**src/rtl/snapshot_checkpoint_ctrl.sv**
```systemverilog
// Checkpoint sequencer for speculative execution past predicted branches.
// Slots form a circular FIFO in program order: tail allocates, head is the oldest branch.
// A mispredict on the head slot flushes every slot and replays that slot into the register file,
// one register per cycle (reg 0 skipped), while restore_busy stalls the front end.
// Optional build macro SNAPSHOT_STATS_EN adds saturating mispredict / full-stall counters.
module snapshot_checkpoint_ctrl #(
  parameter int unsigned NUM_CKPT = 4,
  parameter int unsigned TAG_W    = $clog2(NUM_CKPT),
  parameter int unsigned NUM_REGS = 32
) (
  input  logic             clk,
  input  logic             rst_n,
  input  logic             take_req,
  output logic             take_grant,
  output logic [TAG_W-1:0] take_tag,
  output logic             snap_wr_en,
  output logic [TAG_W-1:0] snap_wr_tag,
  input  logic             resolve_valid,
  input  logic [TAG_W-1:0] resolve_tag,
  input  logic             resolve_mispred,
  output logic [TAG_W-1:0] snap_rd_tag,
  output logic [4:0]       snap_rd_idx,
  output logic             rf_wr_en,
  output logic [4:0]       rf_wr_idx,
  output logic             restore_busy,
  output logic             full,
  output logic             empty,
  output logic             proto_err
`ifdef SNAPSHOT_STATS_EN
  ,
  output logic [31:0]      stat_mispred,
  output logic [31:0]      stat_full_stall
`endif
);

  localparam int unsigned   CntW    = TAG_W + 1;
  localparam logic [CntW-1:0] FullCnt = CntW'(NUM_CKPT);
  localparam logic [4:0]    LastIdx = 5'(NUM_REGS - 1);

  typedef enum logic [0:0] {StIdle, StRestore} state_e;

  state_e            state_q, state_d;
  logic [TAG_W-1:0]  head_q, head_d;
  logic [TAG_W-1:0]  tail_q, tail_d;
  logic [CntW-1:0]   count_q, count_d;
  logic [TAG_W-1:0]  rd_tag_q, rd_tag_d;
  logic [4:0]        rd_idx_q, rd_idx_d;
  logic              wr_en_q, wr_en_d;
  logic [4:0]        wr_idx_q, wr_idx_d;
  logic              perr_q, perr_d;

  logic is_idle, is_full, is_empty, grant, legal, legal_free, legal_flush;
  logic rd_active, restore_done;

  assign is_idle   = (state_q == StIdle);
  assign is_full   = (count_q == FullCnt);
  assign is_empty  = (count_q == '0);
  // Any mispredict request blocks a same-cycle take, legal or not.
  assign grant     = take_req & ~is_full & is_idle & ~(resolve_valid & resolve_mispred);
  assign legal     = resolve_valid & ~is_empty & (resolve_tag == head_q) & is_idle;
  assign legal_free  = legal & ~resolve_mispred;
  assign legal_flush = legal & resolve_mispred;
  // rd_idx_q returns to 0 once index NUM_REGS-1 has been read; the last write trails by a cycle.
  assign rd_active    = (state_q == StRestore) & (rd_idx_q != '0);
  assign restore_done = wr_en_q & (wr_idx_q == LastIdx);

  // FSM state register
  always_ff @(posedge clk or negedge rst_n) begin
    if (!rst_n) begin
      state_q <= StIdle;
    end else begin
      state_q <= state_d;
    end
  end

  // FSM next state: enter restore on a legal mispredict, leave after the final regfile write
  always_comb begin
    state_d = state_q;
    unique case (state_q)
      StIdle:    if (legal_flush)  state_d = StRestore;
      StRestore: if (restore_done) state_d = StIdle;
      default:   state_d = StIdle;
    endcase
  end

  // FSM outputs
  always_comb begin
    restore_busy = (state_q == StRestore);
    take_grant   = grant;
    take_tag     = grant ? tail_q : '0;
    snap_wr_en   = grant;
    snap_wr_tag  = grant ? tail_q : '0;
    snap_rd_tag  = (state_q == StRestore) ? rd_tag_q : '0;
    snap_rd_idx  = rd_active ? rd_idx_q : '0;
    rf_wr_en     = wr_en_q;
    rf_wr_idx    = wr_idx_q;
    full         = is_full;
    empty        = is_empty;
    proto_err    = perr_q;
  end

  // Pointer, occupancy and restore-sequencer next state
  always_comb begin
    head_d   = head_q;
    tail_d   = tail_q;
    count_d  = count_q + CntW'(grant) - CntW'(legal_free);
    rd_tag_d = rd_tag_q;
    rd_idx_d = rd_idx_q;
    if (legal_free) head_d = head_q + TAG_W'(1);
    if (grant)      tail_d = tail_q + TAG_W'(1);
    if (legal_flush) begin
      // Flush the mispredicted slot and everything younger.
      tail_d   = head_q;
      count_d  = '0;
      rd_tag_d = head_q;
      rd_idx_d = 5'd1;
    end else if (rd_active) begin
      rd_idx_d = (rd_idx_q == LastIdx) ? 5'd0 : rd_idx_q + 5'd1;
    end
    // Snapshot read has one cycle of latency, so the write replays the previous read index.
    wr_en_d  = rd_active;
    wr_idx_d = rd_active ? rd_idx_q : 5'd0;
    perr_d   = resolve_valid & ~legal;
  end

  // Datapath registers
  always_ff @(posedge clk or negedge rst_n) begin
    if (!rst_n) begin
      head_q   <= '0;
      tail_q   <= '0;
      count_q  <= '0;
      rd_tag_q <= '0;
      rd_idx_q <= '0;
      wr_en_q  <= 1'b0;
      wr_idx_q <= '0;
      perr_q   <= 1'b0;
    end else begin
      head_q   <= head_d;
      tail_q   <= tail_d;
      count_q  <= count_d;
      rd_tag_q <= rd_tag_d;
      rd_idx_q <= rd_idx_d;
      wr_en_q  <= wr_en_d;
      wr_idx_q <= wr_idx_d;
      perr_q   <= perr_d;
    end
  end

`ifdef SNAPSHOT_STATS_EN
  logic [31:0] stat_mispred_q, stat_full_stall_q;

  // Saturating event counters
  always_ff @(posedge clk or negedge rst_n) begin
    if (!rst_n) begin
      stat_mispred_q    <= '0;
      stat_full_stall_q <= '0;
    end else begin
      if (legal_flush && (stat_mispred_q != 32'hFFFF_FFFF)) begin
        stat_mispred_q <= stat_mispred_q + 32'd1;
      end
      if (take_req && is_full && (stat_full_stall_q != 32'hFFFF_FFFF)) begin
        stat_full_stall_q <= stat_full_stall_q + 32'd1;
      end
    end
  end

  assign stat_mispred    = stat_mispred_q;
  assign stat_full_stall = stat_full_stall_q;
`endif

endmodule

```
**config.mk**
```make
export PLATFORM = sky130hd
export DESIGN_NAME = snapshot_checkpoint_ctrl
export DESIGN_NICKNAME = d
export VERILOG_FILES = /design/src/rtl/snapshot_checkpoint_ctrl.sv
export SDC_FILE = /design/constraint.sdc
export NUM_CORES = 1
export LEC_CHECK = 0
export CAP_MARGIN = 25
export CORE_ASPECT_RATIO = 0.75
export CORE_MARGIN = 4
export CORE_UTILIZATION = 50
export CTS_CLUSTER_SIZE = 8
export DETAILED_ROUTE_END_ITERATION = 6
export PLACE_DENSITY = 0.84
export REMOVE_ABC_BUFFERS = 1
export SYNTH_ARGS = -nofsm -noshare
export SYNTH_HDL_FRONTEND = slang
export SYNTH_SLANG_ARGS = --single-unit
```
**constraint.sdc**
```tcl
create_clock -name clk -period 4.2 [get_ports clk]
set_clock_uncertainty 0.15 [all_clocks]
set_input_delay 0.63 -clock clk [delete_from_list [all_inputs] [get_ports clk]]
set_output_delay 0.63 -clock clk [all_outputs]
set_load 0.01 [all_outputs]
```
# Word level (Yosys, flattened, before mapping)
# Cells that the tools add are included.
dict set report word_totals {
  regBits 22
  in_bits 7
  output_inout_bits 23
}
dict set report classes {
  n_addsub 5
  n_eq_ne 4
  muxes 12
  bitwise 18
  n_reduce_logical 4
}
# cell n
set op_table {}
lappend op_table {{$mux 5} 4}
lappend op_table {{$and 1x1->1} 12}
lappend op_table {{$eq 5x5->1 const B} 2}
lappend op_table {{$mux 2} 4}
lappend op_table {{$not 1->1} 6}
lappend op_table {{$add 5x1->5 const B} 1}
lappend op_table {{$reduce_bool 5->1} 1}
lappend op_table {{$add 2x1->2 const B} 2}
lappend op_table {{$reduce_bool 2->1} 2}
lappend op_table {{$add 3x1->3} 1}
lappend op_table {{$eq 3x3->1 const B} 1}
lappend op_table {{$logic_not 3->1} 1}
lappend op_table {{$mux 3} 1}
lappend op_table {{$sub 3x1->3} 1}
lappend op_table {{$eq 2x2->1} 1}
lappend op_table {{$mux 1} 2}
lappend op_table {{$pmux 1 s2} 1}

# Logic depth before layout (Yosys ltp)
dict set report logic_depth {
  ltp_word 8
  mapped_depth 11
}

# Least setup slack after synthesis
# No wires, ideal clock.
dict set report synth_timing {
  path_type {in2reg}
  startpoint {input resolve_tag[1]}
  endpoint {register count_q[2]}
  setup_time_ns 0.119
  arrival_ns 2.431
  setup_slack_ns 1.501
  path_stages 11
  path_buffers 0
  path_cell_list {xor2_1 > nor4_2 > and3b_1 > ha_1 > inv_1 > ha_1 > inv_1 > fa_1 > xor2_1 > xnor2_1 > nor2_1}
}
dict set report synth_between {
  elab_chain_len 6
  word_cells_on_any_way 7
  classes_between {add/sub (1); eq/ne (1); mux (1); bitwise (4)}
}
# element line_no
set synth_lines {}
lappend synth_lines {{from (decl)} 19} ;# input logic [TAG_W-1:0] resolve_tag,
lappend synth_lines {{$eq 2x2->1} 60} ;# assign legal = resolve_valid & ~is_empty & (resolve_tag == head_q) & is_idle;
lappend synth_lines {{$and 1x1->1 (2 in series)} 60}
lappend synth_lines {{$and 1x1->1} 61} ;# assign legal_free = legal & ~resolve_mispred;
lappend synth_lines {{via legal_free} 52} ;# logic is_idle, is_full, is_empty, grant, legal, legal_free, legal_flush;
lappend synth_lines {{$sub 3x1->3} 106} ;# count_d = count_q + CntW'(grant) - CntW'(legal_free);
lappend synth_lines {{$mux 3} 111} ;# if (legal_flush) begin
lappend synth_lines {{via count_d[2]} 45} ;# logic [CntW-1:0] count_q, count_d;
lappend synth_lines {{to (signal assigned)} 140} ;# count_q <= count_d;
lappend synth_lines {{to (decl)} 45}
# The timed path passes the listed nets, and every way through them passes these cells.
# A chain may end at the register's enable or synchronous reset.

# Final worst setup path
dict set report layout_timing {
  startpoint {input resolve_mispred}
  endpoint {output take_tag[0]}
}
dict set report layout_between {
  elab_chain_len 4
}
# element line_no
set layout_lines {}
lappend layout_lines {{from (decl)} 20} ;# input logic resolve_mispred,
lappend layout_lines {{$and 1x1->1} 59} ;# assign grant = take_req & ~is_full & is_idle & ~(resolve_valid & resolve_mispred);
lappend layout_lines {{$not 1->1} 59}
lappend layout_lines {{$and 1x1->1} 59}
lappend layout_lines {{$mux 2} 90} ;# take_tag = grant ? tail_q : '0;
lappend layout_lines {{to (decl)} 15} ;# output logic [TAG_W-1:0] take_tag,
# No other way between the ends.

==> out/qor.yml <==
grt_usage_pct: 15.34
cpPeakStageDelay_ps: 580
fin_crit_ps: 3242
synthMuxAreaShare_pct: 1.836
end_kind: "primary output"
dr.pass1.iters: 4
dieArea_mm2: 0.003160
slew_headroom_pct: 45.44
clk_path_buf_depth: 2
crit_slowest_cell: "a2111oi_4"
crit_start: "resolve_mispred"
clock_latency_ps: 310
grt_max_degree: 23
route.detailed.drc: 0
hp-class: "flop to flop"
power_frac_clock_pct: 14.1
post_cts_buffers: 0
power_mw: 1.131
place_congestion: 0.7872
drt-total-wl_um: 2277
power_frac_seq_pct: 38.0
start_util_pct: 55.12
final.setup.tns_ps: 0
portBuffers: 29
irDropWorstVdd_mv: 0.5681
antenna_found_initial: 0
worst_slew_pin_slew_ps: 812.3
critPathBufInv: 2
r2r_slack_ps: 1440
reg2reg_depth: 10
yosysSeqAreaShare_pct: 47.52
synth_edf_count: 0
root_buffer: "clkbuf_4"
yosysWarnings: 0
async_reset_ff_share_pct: 100.0
synth_area_leader_cell: "dfrtp_1"
die_x_um: 63.59
cts_buffers: 3
vias_per_cell: 5.175
critPathArrivalTime_ps: 2460
cts_hold_buffers: 0
synth.most_common_cell: "dfrtp_1"
ant_nets: 0
finalCritPeriodShare_pct: 77.19
path_max_fanout: 8
die-height_um: 49.69
synth_compound_area_share_pct: 11.23
diodes: 0
synth_xor_area_share_pct: 5.292
ioPinCount: 30
cts_tree: "done"
synth-simple-area-share_pct: 20.41
hold_viol_final: 0
ys_top_cells_by_area: "dfrtp_1 48%, ha_1 5.4%, inv_1 3.2%"
power.internal_mw: 0.7077
via_count: 797
rsz0062_at_grt: "no"
drv_cap: 0
power_frac_comb_pct: 47.9
power-per-cell-area_mw_per_mm2: 744.2
htree_levels: 1
rows: 14
syn_inst: 101
ys.flop_type: "dfrtp_1"
r2r_end: "count_q[2]"
grt_pass1_vias: 786
drive_above_1_share_pct: 12.31
path_clk_slew_ps: 120
synth_top_family_by_area: "simple AND/OR/NAND/NOR gates"
status: "finished clean"
max_freq_mhz: 308.4
grt_pass1_wl_um: 3822
syn_area_mm2: 0.001159
post_drt_wl_per_cell_um: 14.79
start_kind: "primary input"
cts_resized: 0
timing.rr.start: "restore_busy"
area_growth_pct: 31.21
yosysUniqueCellTypes: 39
core_area_mm2: 0.002102
hold_path_end: "rd_tag_q[1]"
dp_hpwl_um: 1737
final_nets: 144
synth-adder-area-share_pct: 7.127
swShare_pct: 37.45
final-max-slew-violation-count: 0
synth_top_area_share_pct: 47.52
leakage_nw: 0.6770
globalRoute.totalOverflow: 0
cts_sinks: 22
ys_top_cells_by_count: "22 x dfrtp_1, 10 x inv_1, 6 x nor2_1"
crit_required_ps: 3420
p_sw_mw: 0.4237
postSynthAreaPerCell_um2: 11.47
crit_top_cell: "clkdlybuf4s50_1"
hold_start: "rd_tag_q[1]"
worstSetupPathType: "primary input to primary output"
path_delay_family: "buffers and inverters"
hold_depth: 1
dr.first_iter.drc_count: 19
final-setup-viol-count: 0
cp_cell_sequence: "clkdlybuf4s50_1 -> a2111oi_4 -> and2_2 -> clkdlybuf4s50_1"
synth_seq_cells: 22
worst max path at each step:
stage,endpoint,depth (start not counted)
final,take_tag[0],4
after global routing,snap_wr_tag[1],4
after CTS,take_tag[0],4
after detailed placement,count_q[2],12
after global placement,count_q[2],12
after floorplan,count_q[2],11
flip-flops by register name (all words and copies together) (netlist names), 2 cells and up:
register and count:
count_q 3, head_q 2, rd_idx_q 5, rd_tag_q 2
rf_wr_idx 5, tail_q 2
metrics by stage:
step                hold slack [ps]  utilization, %  cell area, um2  instances  setup WS [ps]
floorplan                     184.4               -            1120         96           1472
global placement              333.0           68.51            1440        149          922.9
detailed placement            359.6           68.51            1440        149          870.9
CTS                           388.2           71.01            1493        153          949.0
global route                  411.5           72.32            1520        154          838.3
finish                        382.0           72.32            1520        154          957.9
placed cells by master (no fill, tap or decap), types with 2 or more instances in the layout:
cell	synthesis	layout
nand2_1	5	5
a21oi_1	3	3
ha_1	5	5
clkbuf_4	0	3
o21ai_0	4	4
xnor2_1	3	3
and3_1	2	2
xor2_1	4	4
dfrtp_1	22	22
and2_2	2	2
nor2b_1	2	2
nor2_1	6	6
and2_1	5	5
inv_1	10	10
clkdlybuf4s50_1	0	29
cell type report:
class,count,area [um2]
Fill cell,146,581.8
Clock buffer,3,22.52
Sequential cell,22,550.5
Clock inverter,1,30.03
Multi-Input combinational cell,64,531.8
Timing Repair Buffer,30,317.8
Tap cell,24,30.03
Inverter,10,37.54
power groups by stage:
stage               registers [mW]  clock network (mW)  logic [mW]
global route                 0.450               0.172       0.595
global placement             0.427                   0       0.526
CTS                          0.429               0.166       0.547
detailed placement           0.434                   0       0.542
finish                       0.429               0.160       0.542
floorplan                    0.419                   0       0.299
cells by family after synthesis:
group	Yosys count
AO/OA/AOI/OAI	14
XOR/XNOR	7
adder cells (fa/ha/maj)	6
buffers and inverters	15
flip-flops	22
multiplexers	2
AND/OR/NAND/NOR	35
routing by layer:
metal / vias to the layer above / track usage, % / routed length [um] / share of wire [%]
met5: - / 0 / 0 / 0
met4: 0 / 3.226 / 11 / 0.48
met3: 3 / 3.409 / 54 / 2.4
met2: 10 / 25.65 / 1171 / 51
met1: 387 / 20.49 / 1040 / 46
li1: 397 / - / - / -
(Power assumes the default switching activity.)
